**config.mk**
```make
export PLATFORM = sky130hd
export DESIGN_NAME = mem_arbiter
export DESIGN_NICKNAME = d
export VERILOG_FILES = /design/src/rtl/mem_arbiter_pkg.sv /design/src/rtl/mem_arbiter_rr_pick2.sv /design/src/rtl/mem_arbiter.sv
export SDC_FILE = /design/constraint.sdc
export NUM_CORES = 1
export LEC_CHECK = 0
export BUFFER_PORTS_ARGS = -buffer_cell sky130_fd_sc_hd__buf_2
export CORE_ASPECT_RATIO = 1.5
export CORE_MARGIN = 3
export CORE_UTILIZATION = 23
export DETAILED_ROUTE_END_ITERATION = 10
export GPL_TIMING_DRIVEN = 0
export PLACE_DENSITY = 0.45
export SETUP_SLACK_MARGIN = 0.2
export SYNTH_ARGS = -nofsm -noshare
export SYNTH_HDL_FRONTEND = slang
export SYNTH_HIERARCHICAL = 1
export SYNTH_SLANG_ARGS = --single-unit
```
**constraint.sdc**
```tcl
create_clock -name clk -period 2.7 [get_ports clk]
set_input_delay 0.54 -clock clk [delete_from_list [all_inputs] [get_ports clk]]
set_output_delay 0.54 -clock clk [all_outputs]
set_load 0.005 [all_outputs]
```
**src/rtl/mem_arbiter_pkg.sv**
```systemverilog
// Shared constants for the two-port memory arbiter: default widths,
// FSM state encoding and requester port ids.
package mem_arbiter_pkg;

  localparam int unsigned AW_DEF = 13;
  localparam int unsigned DW_DEF = 16;

  typedef logic [1:0] state_t;

  localparam state_t ST_IDLE   = 2'd0;
  localparam state_t ST_ACCESS = 2'd1;
  localparam state_t ST_RESP   = 2'd2;

  localparam logic PORT0 = 1'b0;
  localparam logic PORT1 = 1'b1;

endpackage

```
**src/rtl/mem_arbiter_rr_pick2.sv**
```systemverilog
// Two-input round-robin picker: a lone request wins, a tie goes to the
// port that was not granted last.
module rr_pick2
  import mem_arbiter_pkg::*;
(
  input  logic req0,
  input  logic req1,
  input  logic last,
  output logic grant,
  output logic valid
);

  always_comb begin
    grant = PORT0;
    if (req0 && req1) begin
      grant = (last == PORT0) ? PORT1 : PORT0;
    end else if (req1) begin
      grant = PORT1;
    end
  end

  assign valid = req0 | req1;

endmodule

```
**src/rtl/mem_arbiter.sv**
```systemverilog
// Two-port (fetch/data) arbiter for a single shared memory: IDLE picks a
// winner, ACCESS drives the memory for one cycle, RESP acks the winner.
module mem_arbiter
  import mem_arbiter_pkg::*;
#(
  parameter int unsigned AW = AW_DEF,
  parameter int unsigned DW = DW_DEF
) (
  input  logic          clk,
  input  logic          rst,
  input  logic          req0,
  input  logic          req1,
  input  logic [AW-1:0] addr0,
  input  logic [AW-1:0] addr1,
  input  logic          we0,
  input  logic          we1,
  input  logic [DW-1:0] wdata0,
  input  logic [DW-1:0] wdata1,
  output logic          ack0,
  output logic          ack1,
  output logic [DW-1:0] rdata0,
  output logic [DW-1:0] rdata1,
  output logic [AW-1:0] mem_address,
  output logic [DW-1:0] mem_write_data,
  output logic          mem_read,
  output logic          mem_write,
  input  logic [DW-1:0] mem_read_data
);

  state_t        r_state;
  state_t        w_state_nxt;
  logic          r_last;
  logic          r_port;
  logic          r_we;
  logic [AW-1:0] r_addr;
  logic [DW-1:0] r_wdata;
  logic          r_ack0;
  logic          r_ack1;
  logic [DW-1:0] r_rdata0;
  logic [DW-1:0] r_rdata1;

  logic          w_grant;
  logic          w_valid;
  logic          w_latch;
  logic          w_capture;
  logic          w_ack0_nxt;
  logic          w_ack1_nxt;
  logic          w_in_access;
  logic [AW-1:0] w_sel_addr;
  logic          w_sel_we;
  logic [DW-1:0] w_sel_wdata;

  rr_pick2 u_pick (
    .req0  (req0),
    .req1  (req1),
    .last  (r_last),
    .grant (w_grant),
    .valid (w_valid)
  );

  assign w_sel_addr  = (w_grant == PORT1) ? addr1  : addr0;
  assign w_sel_we    = (w_grant == PORT1) ? we1    : we0;
  assign w_sel_wdata = (w_grant == PORT1) ? wdata1 : wdata0;

  // Next-state and per-cycle control decode.
  always_comb begin
    w_state_nxt = r_state;
    w_latch     = 1'b0;
    w_capture   = 1'b0;
    w_ack0_nxt  = 1'b0;
    w_ack1_nxt  = 1'b0;
    case (r_state)
      ST_IDLE: begin
        if (w_valid) begin
          w_state_nxt = ST_ACCESS;
          w_latch     = 1'b1;
        end
      end
      ST_ACCESS: begin
        w_state_nxt = ST_RESP;
        w_capture   = ~r_we;
        w_ack0_nxt  = (r_port == PORT0);
        w_ack1_nxt  = (r_port == PORT1);
      end
      ST_RESP: w_state_nxt = ST_IDLE;
      default: w_state_nxt = ST_IDLE;
    endcase
  end

  always_ff @(posedge clk or posedge rst) begin
    if (rst) begin
      r_state <= ST_IDLE;
    end else begin
      r_state <= w_state_nxt;
    end
  end

  // Latched request operands; only loaded on the IDLE->ACCESS transition.
  always_ff @(posedge clk or posedge rst) begin
    if (rst) begin
      r_last  <= PORT1;
      r_port  <= PORT0;
      r_we    <= 1'b0;
      r_addr  <= '0;
      r_wdata <= '0;
    end else if (w_latch) begin
      r_last  <= w_grant;
      r_port  <= w_grant;
      r_we    <= w_sel_we;
      r_addr  <= w_sel_addr;
      r_wdata <= w_sel_wdata;
    end
  end

  always_ff @(posedge clk or posedge rst) begin
    if (rst) begin
      r_ack0   <= 1'b0;
      r_ack1   <= 1'b0;
      r_rdata0 <= '0;
      r_rdata1 <= '0;
    end else begin
      r_ack0 <= w_ack0_nxt;
      r_ack1 <= w_ack1_nxt;
      if (w_capture && (r_port == PORT0)) r_rdata0 <= mem_read_data;
      if (w_capture && (r_port == PORT1)) r_rdata1 <= mem_read_data;
    end
  end

  // Memory side is gated by the state register so reset kills a write at once.
  assign w_in_access    = (r_state == ST_ACCESS);
  assign mem_read       = w_in_access & ~r_we;
  assign mem_write      = w_in_access & r_we;
  assign mem_address    = w_in_access ? r_addr  : '0;
  assign mem_write_data = w_in_access ? r_wdata : '0;

  assign ack0   = r_ack0;
  assign ack1   = r_ack1;
  assign rdata0 = r_rdata0;
  assign rdata1 = r_rdata1;

endmodule

```
==> flow_summary.toml <==
[synthesis]
synthDistinctLibCells = 18
avgSynthCellArea_um2 = 14.5
synth_ff_type = "dfrtp_1"
synth-edff-count = 0
synth.area.mux_share_pct = 33.9
synthAdderAreaFrac_pct = 0
yosys.area_share.xor_xnor_pct = 0
syn_nets = 296
synth_seq_cells = 68
netlist_top_cells_count = "mux2_2 (88), dfrtp_1 (67), and2_1 (31)"
synthCells = 216
synthArstFlopShare_pct = 100
netlist_area_um2 = 3130
synth.area.top_cells = "dfrtp_1 (54%), mux2_2 (32%), and2_1 (6.2%), mux2_1 (1.8%), buf_6 (1.1%)"
synth_top_cell_by_area = "dfrtp_1"
synth_compound_area_share_pct = 0.240
synth_most_common_cell = "mux2_2"
synth_top_area_share_pct = 53.6
synth_top_family_by_area = "multiplexers"
ys_seq_area_share_pct = 54.4
synthSimpleGateAreaFrac_pct = 8.40
ys.warnings.count = 6

[clock_network]
cts_made_buffers = 9
postCtsSetupRepairBufs = 0
ctsRootBufferMaster = "clkbuf_16"
hold_buffers = 0
clock-sinks = 68
cts_buffer_depth = 2
cts_resized = 0
clock_latency_ps = 320
clk_pin_slew_worst_paths_ps = 60
h-tree-depth = 3
cts_tree = "yes"

[final_layout]
fin_nets = 452
fillerInstances = 1354
seqCellArea_um2 = 1700
multi_input_area_um2 = 1330
layout.cells.non_filler = 536
areaGrowthSynthToFinish_pct = 40.1
drive_gt1_share_pct = 69.8
fin_util_pct = 33.3
antenna_cells = 0

[timing]
rsz0062_at_grt = "no"
skew_ps = 6.22
max_freq_mhz = 436
relSlewSlack_pct = 60.5
hold_violations = 0
min_period_over_period_pct = 84.9
drv_slew = 0
finalCriticalPeriod_ps = 2290
tns_ps = 0
setup-violations-final = 0
worst_pin_slew_ps = 591

[place]
dp_cells = 520
dp_hpwl_mm = 5.85
portBuffers = 144
gp_congestion = 0.683

[route]
drt_first_pass_iters = 4
topRoutingLayerUsed = "met4"
detail_route.wl_per_cell_um = 14.7
drc = 0
wl_met3_um = 551
vias = 2239
wl_met1_mm = 3.12
met2_wirelength_mm = 4.12
via_per_inst = 4.18
drtIter0Drc = 32
ant_nets = 0
routed_wl_mm = 7.88

[global_routing]
grt_pass1_vias = 2469
grt_pass1_wl_mm = 12.5
grt_max_degree = 65
antenna_found_initial = 0
gr-total-overflow = 0
grt_use_total_pct = 10.9

[floorplanning]
ios = 145
fp.coreArea_um2 = 13100
die_w_um = 101
dieArea_um2 = 15100
die_y_um = 149
row_count = 51
start_util_pct = 23.8

[pwr]
ir_worst_vdd_mv = 0.326
power.leakage_nw = 2.13
power_w = 0.00478
pwr-share-clk_pct = 24.8
p_sw_w = 0.00141
combinationalPowerShare_pct = 37.6
powerDensity_nw_per_um2 = 1090
p_sw_share_pct = 29.5
p_int_w = 0.00337
seqPwrFrac_pct = 37.6

[setup_path]
worst_setup_path_start_kind = "flip-flop"
worst_path_largest_cell_delay_ps = 440
critical_path_class = "flip-flop to output port"
path_cells = "nand2b_1 -> inv_1 -> clkbuf_1 -> and2_1 -> buf_2"
worstPathRequired_ps = 2160
cp.arrival_ps = 1750
worstSetupEndpointType = "output port"
crit_fanout = 10
worstRegToRegCells = 5
crit_slowest_cell = "dfrtp_1"

[min_path]
hold_class = "primary input to asynchronous set/reset pin"

[outcome]
status = "finished, final reports clean"

[job]
drv_cap = 0
[worst paths after layout]
| path | to | from | slack, ps |
|---|---|---|---|
| worst min register to register | r_wdata[4] | r_wdata[4] | 500 |
| worst max register to register | r_addr[8] | r_last | 850 |
| worst min-delay path | rdata0[4] | rst | 90 |
| max in group asynchronous | r_last | rst | 2040 |
| min in group clk | rdata1[12] | mem_read_data[12] | 460 |
| worst max-delay path | mem_write_data[11] | r_state[1] | 410 |
[sequential cells by signal, indices dropped and copies added, names as in the netlist]
signal   cells
r_state      2
ack1         1
r_addr      13
ack0         1
r_last       1
rdata1      16
r_wdata     16
r_port       1
r_we         1
rdata0      16
[cell usage in the layout, fill, tap and decap left out]
master,count
a21boi_1,1
and2_1,31
and4bb_1,1
buf_16,1
buf_2,147
buf_4,3
buf_6,3
bufinv_16,1
clkbuf_1,4
clkbuf_16,9
clkbuf_2,1
clkbuf_8,1
clkinv_2,1
clkinv_4,1
clkinvlp_4,1
dfrtp_1,67
dfstp_2,1
inv_1,1
inv_4,1
inv_6,1
mux2_1,5
mux2_2,88
mux2_4,1
nand2b_1,1
nor2_1,2
nor3b_2,1
nor4b_4,1
or2_1,1
[routing by layer]
metal	vias up	global-route usage [%]
met5	-	0
met4	0	3.59
met3	7	3.23
met2	81	19.2
met1	1088	12.3
li1	1063	-
[power by group through the flow]
stage	registers [W]	clock network (W)	logic (W)
floorplan	0.00180	0	0.00111
global placement	0.00180	0	0.00183
detailed placement	0.00182	0	0.00186
CTS	0.00181	0.00123	0.00186
global route	0.00187	0.00129	0.00201
finish	0.00180	0.00118	0.00180
[worst max-delay path, delay by kind of cell, from the launching register on]
kind / cells / cell delay (ps)
buffers and inverters: 3 / 620
AND/OR/NAND/NOR: 2 / 390
flip-flops: 1 / 440
[cells by family after synthesis]
| family | count (synthesis) |
|---|---|
| multiplexers | 94 |
| flip-flops | 68 |
| AND/OR/NAND/NOR | 38 |
| buffers and inverters | 15 |
| AO/OA/AOI/OAI | 1 |
[through the flow]
step                instance area (um^2)  hold WS (ps)  setup WS [ps]
floorplan                           3130           472            450
global placement                    4050           482           -657
detailed placement                  4080           428            519
CTS                                 4380          69.1            315
global route                        4380          74.9            215
finish                              4380          87.1            409
[cell type report]
type / instances / share of cell area [%]
inverters: 2 / 0.228
repair buffers: 145 / 17.1
flip-flops and latches: 68 / 38.9
multi-input cells: 133 / 30.4
plain buffers: 13 / 2.00
well taps: 159 / 4.54
clock inverters: 5 / 1.37
clock buffers: 11 / 5.54
(Power assumes the default switching activity.)
